===== src/rtl/instruction_encode.sv =====
// RV32I instruction encoder and instruction-memory loader.
// Packs field sets into 32-bit words, buffers them, and writes them sequentially with an ack handshake.
module instruction_encode #(
  parameter int unsigned DATA_WIDTH = 32,
  parameter int unsigned ADDR_WIDTH = 8,
  parameter int unsigned FIFO_DEPTH = 4
) (
  input  logic                  clk,
  input  logic                  rst,
  input  logic                  in_valid,
  output logic                  in_ready,
  input  logic [2:0]            fmt,
  input  logic [6:0]            opcode,
  input  logic [4:0]            rd,
  input  logic [4:0]            rs1,
  input  logic [4:0]            rs2,
  input  logic [2:0]            funct3,
  input  logic [6:0]            funct7,
  input  logic [31:0]           imm,
  input  logic                  load_addr,
  input  logic [ADDR_WIDTH-1:0] start_addr,
  output logic                  imem_we,
  output logic [ADDR_WIDTH-1:0] imem_addr,
  output logic [DATA_WIDTH-1:0] imem_wdata,
  input  logic                  imem_ack,
  output logic                  err_illegal,
  output logic                  busy,
  output logic [15:0]           words_written
);

  localparam int unsigned PTR_W = (FIFO_DEPTH > 1) ? $clog2(FIFO_DEPTH) : 1;
  localparam int unsigned CNT_W = $clog2(FIFO_DEPTH + 1);
  localparam int unsigned WW_W  = 16;

  localparam logic [2:0] FMT_R = 3'd0;
  localparam logic [2:0] FMT_I = 3'd1;
  localparam logic [2:0] FMT_S = 3'd2;
  localparam logic [2:0] FMT_B = 3'd3;
  localparam logic [2:0] FMT_U = 3'd4;
  localparam logic [2:0] FMT_J = 3'd5;

  typedef enum logic {
    S_IDLE,
    S_WRITE
  } state_t;

  state_t                state;
  logic [DATA_WIDTH-1:0] mem [FIFO_DEPTH];
  logic [PTR_W-1:0]      wr_ptr;
  logic [PTR_W-1:0]      rd_ptr;
  logic [CNT_W-1:0]      count;
  logic [CNT_W-1:0]      count_next;
  logic [DATA_WIDTH-1:0] enc_word;
  logic [DATA_WIDTH-1:0] head_now;
  logic [DATA_WIDTH-1:0] head_after_pop;
  logic                  fmt_legal;
  logic                  accept;
  logic                  push;
  logic                  pop;

  // Field packing per instruction format; illegal formats produce no word.
  always_comb begin
    enc_word  = '0;
    fmt_legal = 1'b1;
    case (fmt)
      FMT_R:   enc_word = {funct7, rs2, rs1, funct3, rd, opcode};
      FMT_I:   enc_word = {imm[11:0], rs1, funct3, rd, opcode};
      FMT_S:   enc_word = {imm[11:5], rs2, rs1, funct3, imm[4:0], opcode};
      FMT_B:   enc_word = {imm[12], imm[10:5], rs2, rs1, funct3, imm[4:1], imm[11], opcode};
      FMT_U:   enc_word = {imm[31:12], rd, opcode};
      FMT_J:   enc_word = {imm[20], imm[10:1], imm[11], imm[19:12], rd, opcode};
      default: fmt_legal = 1'b0;
    endcase
  end

  assign accept = in_valid && in_ready;
  assign push   = accept && fmt_legal;
  assign pop    = (state == S_WRITE) && imem_ack;

  // Head candidates; a word pushed into an empty FIFO is forwarded so it appears one cycle after the handshake.
  always_comb begin
    count_next     = count + CNT_W'(push) - CNT_W'(pop);
    head_now       = (count != '0) ? mem[rd_ptr] : enc_word;
    head_after_pop = (count > CNT_W'(1)) ? mem[rd_ptr + PTR_W'(1)] : enc_word;
  end

  always_ff @(posedge clk) begin
    if (push) begin
      mem[wr_ptr] <= enc_word;
    end
  end

  // FIFO bookkeeping and status flags.
  always_ff @(posedge clk or posedge rst) begin
    if (rst) begin
      wr_ptr      <= '0;
      rd_ptr      <= '0;
      count       <= '0;
      in_ready    <= 1'b1;
      busy        <= 1'b0;
      err_illegal <= 1'b0;
    end else begin
      if (push) begin
        wr_ptr <= wr_ptr + PTR_W'(1);
      end
      if (pop) begin
        rd_ptr <= rd_ptr + PTR_W'(1);
      end
      count    <= count_next;
      in_ready <= (count_next != CNT_W'(FIFO_DEPTH));
      busy     <= (count_next != '0);
      if (accept && !fmt_legal) begin
        err_illegal <= 1'b1;
      end
    end
  end

  // Write pointer and completed-write counter.
  always_ff @(posedge clk or posedge rst) begin
    if (rst) begin
      imem_addr     <= '0;
      words_written <= '0;
    end else begin
      if (load_addr && !busy) begin
        imem_addr <= start_addr;
      end else if (pop) begin
        imem_addr <= imem_addr + ADDR_WIDTH'(1);
      end
      if (pop && (words_written != {WW_W{1'b1}})) begin
        words_written <= words_written + WW_W'(1);
      end
    end
  end

  // Write-side FSM; request and data hold until the memory acks.
  always_ff @(posedge clk or posedge rst) begin
    if (rst) begin
      state      <= S_IDLE;
      imem_we    <= 1'b0;
      imem_wdata <= '0;
    end else begin
      case (state)
        S_IDLE: begin
          if (count_next != '0) begin
            state      <= S_WRITE;
            imem_we    <= 1'b1;
            imem_wdata <= head_now;
          end
        end
        S_WRITE: begin
          if (pop) begin
            if (count_next == '0) begin
              state   <= S_IDLE;
              imem_we <= 1'b0;
            end else begin
              imem_wdata <= head_after_pop;
            end
          end
        end
        default: begin
          state   <= S_IDLE;
          imem_we <= 1'b0;
        end
      endcase
    end
  end

endmodule


===== config.mk =====
export PLATFORM = sky130hd
export DESIGN_NAME = instruction_encode
export DESIGN_NICKNAME = d
export VERILOG_FILES = /design/src/rtl/instruction_encode.sv
export SDC_FILE = /design/constraint.sdc
export NUM_CORES = 1
export LEC_CHECK = 0
export ABC_CLOCK_PERIOD_IN_PS = 4800
export BUFFER_PORTS_ARGS = -buffer_cell sky130_fd_sc_hd__buf_2
export CELL_PAD_IN_SITES_DETAIL_PLACEMENT = 0
export CELL_PAD_IN_SITES_GLOBAL_PLACEMENT = 2
export CORE_MARGIN = 3
export CORE_UTILIZATION = 41
export DETAILED_ROUTE_END_ITERATION = 8
export GPL_TIMING_DRIVEN = 0
export PLACE_DENSITY = 0.88
export SLEW_MARGIN = 10
export SYNTH_ARGS = -nofsm -noshare
export SYNTH_HDL_FRONTEND = slang
export SYNTH_SLANG_ARGS = --single-unit

===== constraint.sdc =====
create_clock -name clk -period 4.8 [get_ports clk]
set_input_delay 0.24 -clock clk [delete_from_list [all_inputs] [get_ports clk]]
set_output_delay 0.24 -clock clk [all_outputs]
set_load 0.005 [all_outputs]

==> impl_metrics.py <==
metrics = {
    "run_status": {
        "status": "completed",
    },
    "power_and_ir_drop": {
        "ir_drop_mv": 0.248,
        "power_density_nw_per_um2": 592,
        "finalPower_mw": 6.84,
        "p_leak_nw": 4.69,
    },
    "detailed_routing": {
        "routed_via_density": 5.58,
        "vias": 6427,
        "first_pass_iters": 6,
        "wl_per_cell_um": 22.2,
        "drc": 0,
        "drt_wl_total_um": 25500,
        "detail-route-antenna-nets": 0,
        "dr.first_iter.drc_count": 442,
    },
    "cts": {
        "cts_tree": "yes",
        "clkSinkCount": 196,
        "htreeDepth": 4,
        "clk_path_buf_depth": 2,
        "clockRootBuffer": "clkbuf_16",
        "cts_made_buffers": 17,
        "worstSkewPairLatency_ns": 0.43,
        "clkSlewWorstSetupHoldPaths_ns": 0.07,
    },
    "timing": {
        "timing.final.hold_violations": 0,
        "tightest_slew_ns": 0.742,
        "skew_ns": 0.0100,
        "maxSlewViolCount": 0,
        "setup-violations-final": 0,
        "period_share": 0.897,
        "clock.fmax_ghz": 0.232,
        "relSlewSlack": 0.503,
        "fin_crit_ns": 4.31,
        "rsz0062_at_grt": "false",
    },
    "worst_setup_path": {
        "crit_path_end_kind": "register",
        "r2r_setup_slack_ns": 0.51,
        "arrival_ns": 4.63,
        "cp.required_ns": 5.12,
        "cp_max_fo": 10,
        "r2r-end": "imem_wdata[12]$_DFFE_PP0P_",
        "rr_startpoint": "in_ready$_DFF_PP1_",
        "rr_worst_depth": 17,
        "startpoint_type": "input pin",
        "critical_path_class": "input pin to register",
    },
    "placement": {
        "gp_congestion": 0.780,
        "io_buffers": 138,
        "dpl.hpwl_um": 17600,
    },
    "finish": {
        "diodes": 0,
        "final_nets": 919,
        "drive_above_1_share": 0.329,
        "postLayoutCoreUtil": 0.503,
        "multi_input_area_um2": 3910,
        "syn2layout_area_growth_pct": 18.9,
        "seqCellArea_um2": 5550,
        "fill_cells": 2022,
    },
    "yosys": {
        "netlist_instances": 662,
        "yosys-top-cells-area": "edfxtp_1 40%, dfrtp_1 17%, mux4_2 15%",
        "synthArstFlopShare": 0.347,
        "yosysSeqAreaShare": 0.570,
        "netlist_area_um2": 9720,
        "synth_top_family_by_area": "multiplexers",
        "yosysTopAreaCellShare": 0.395,
        "synth-simple-area-share": 0.0699,
        "synth.distinct_cells": 58,
        "ys_warn_count": 0,
        "syn-num-nets": 755,
        "synth-xor-area-share": 0.0234,
        "ys_seq_elements": 196,
        "synth_mux_area_frac": 0.201,
        "synthAdderAreaFrac": 0.0175,
        "synth_compound_area_frac": 0.0906,
        "synth_top_flop_cell": "edfxtp_1",
        "syn_avg_cell_area_um2": 14.7,
        "synthMostInstantiatedCell": "edfxtp_1",
        "yosys.area.top_type": "edfxtp_1",
        "synth_edf_count": 128,
        "yosys-top-cells-count": "128 x edfxtp_1, 67 x dfrtp_1, 64 x mux4_2",
    },
    "floorplanning": {
        "design.die.area_um2": 25600,
        "dieHeight_um": 160,
        "rows": 55,
        "die_w_um": 160,
        "io_pins": 140,
        "core_area_um2": 23000,
        "initial_utilization": 0.423,
    },
    "grt": {
        "grt_pass1_wl_um": 39400,
        "grt_pass1_vias": 6770,
        "overflow": 0,
        "antenna_found_initial": 0,
        "grt_max_degree": 53,
        "track_usage": 0.202,
    },
    "hold_path": {
        "hold_class": "input pin to register",
        "min-delay-start": "start_addr[6]",
        "whs_endpoint": "imem_addr[6]$_DFFE_PP0P_",
        "whs_path_depth": 3,
    },
    "job": {
        "cap_viol_max_count": 0,
    },
}
## cells in the final DEF, fill, tap and decap left out, types with 13 or more instances in the layout
master,count
buf_2,152
edfxtp_1,128
dfrtp_1,67
mux4_2,64
nand2_1,54
mux2i_1,46
and2_1,20
xnor2_1,18
clkbuf_1,17
clkbuf_16,17
nand3_1,15
o21ai_1,14
inv_1,14
a22o_1,14
a21o_1,14
o22ai_1,13
## metrics by stage
stage               instances  cell area (um^2)  hold slack [ns]  setup WS, ns  setup TNS [ns]
global route             1152             11600          0.00261         0.105               0
CTS                      1153             11600         0.000954         0.157               0
detailed placement       1118             10900            0.196        -0.279           -6.35
floorplan                 662              9720            0.357          1.29               0
global placement         1113             10800            0.450        -0.320           -7.20
finish                   1152             11600          0.00956         0.492               0
## per-layer routing
layer  wire [um]  part of all wire  GRT usage  up-vias
li1            -                 -          -     2929
met1       10700              0.42      0.274     3236
met2       12400              0.48      0.328      231
met3        1890             0.074     0.0399       31
met4         567             0.022     0.0667        0
met5           0                 0          0        -
## final cells by class
| type | instances | area share |
|---|---|---|
| Clock buffer | 20 | 0.0386 |
| Clock inverter | 12 | 0.0134 |
| Timing Repair Buffer | 146 | 0.0723 |
| Tap cell | 313 | 0.0339 |
| Multi-Input combinational cell | 407 | 0.339 |
| Buffer | 40 | 0.0173 |
| Sequential cell | 196 | 0.480 |
| Inverter | 18 | 0.00606 |
## power by group
| part | total (mW) | internal (mW) | switching [mW] |
|---|---|---|---|
| logic | 2.91 | 1.40 | 1.51 |
| registers | 2.47 | 2.23 | 0.241 |
| clock network | 1.45 | 0.835 | 0.619 |
## worst max path at each step
stage          startpoint                          to  slack (ns)
2_1_floorplan      fmt[1]  imem_wdata[11]$_DFFE_PP0P_        1.29
3_3_place_gp       fmt[1]  imem_wdata[12]$_DFFE_PP0P_       -0.32
3_5_place_dp       fmt[1]  imem_wdata[27]$_DFFE_PP0P_       -0.28
4_1_cts            fmt[1]  imem_wdata[26]$_DFFE_PP0P_        0.16
5_1_grt            fmt[2]  imem_wdata[12]$_DFFE_PP0P_        0.10
6_report           fmt[2]  imem_wdata[12]$_DFFE_PP0P_        0.49
## worst max-delay path: stages
cell and delay, ns:
buf_2 0.12, buf_4 0.21, nand2_1 0.35, and3_1 0.23
clkbuf_1 0.30, inv_1 0.08, ha_1 0.29, inv_1 0.05
ha_1 0.12, inv_1 0.05, fa_1 0.53, inv_1 0.06
nor3_1 0.44, ha_1 0.25, nor2_1 0.07, and2_1 0.22
nand2_1 0.11, buf_1 0.49, o22ai_1 0.21, a21o_1 0.20
## state kept, by name, summed over array words and instances (netlist names)
register	count
imem_we	1
mem	128
err_illegal	1
words_written	16
imem_wdata	32
in_ready	1
count	3
state	1
rd_ptr	2
wr_ptr	2
busy	1
imem_addr	8
## cell families after synthesis
| logic type | after synthesis |
|---|---|
| mux | 114 |
| simple gates | 134 |
| xor+xnor | 26 |
| compound gates | 120 |
| buf+inv | 59 |
| fa+ha+maj | 13 |
| flops | 196 |
## what timing repair did
action | CTS | global route
endpoints found under the setup margin | 0 | 31
hold endpoints to repair | 18 | 0
setup buffers | 0 | 0
hold buffers | 3 | 0
gates resized for setup | 0 | 5
Note: power is estimated with default switching activity, not from simulation.
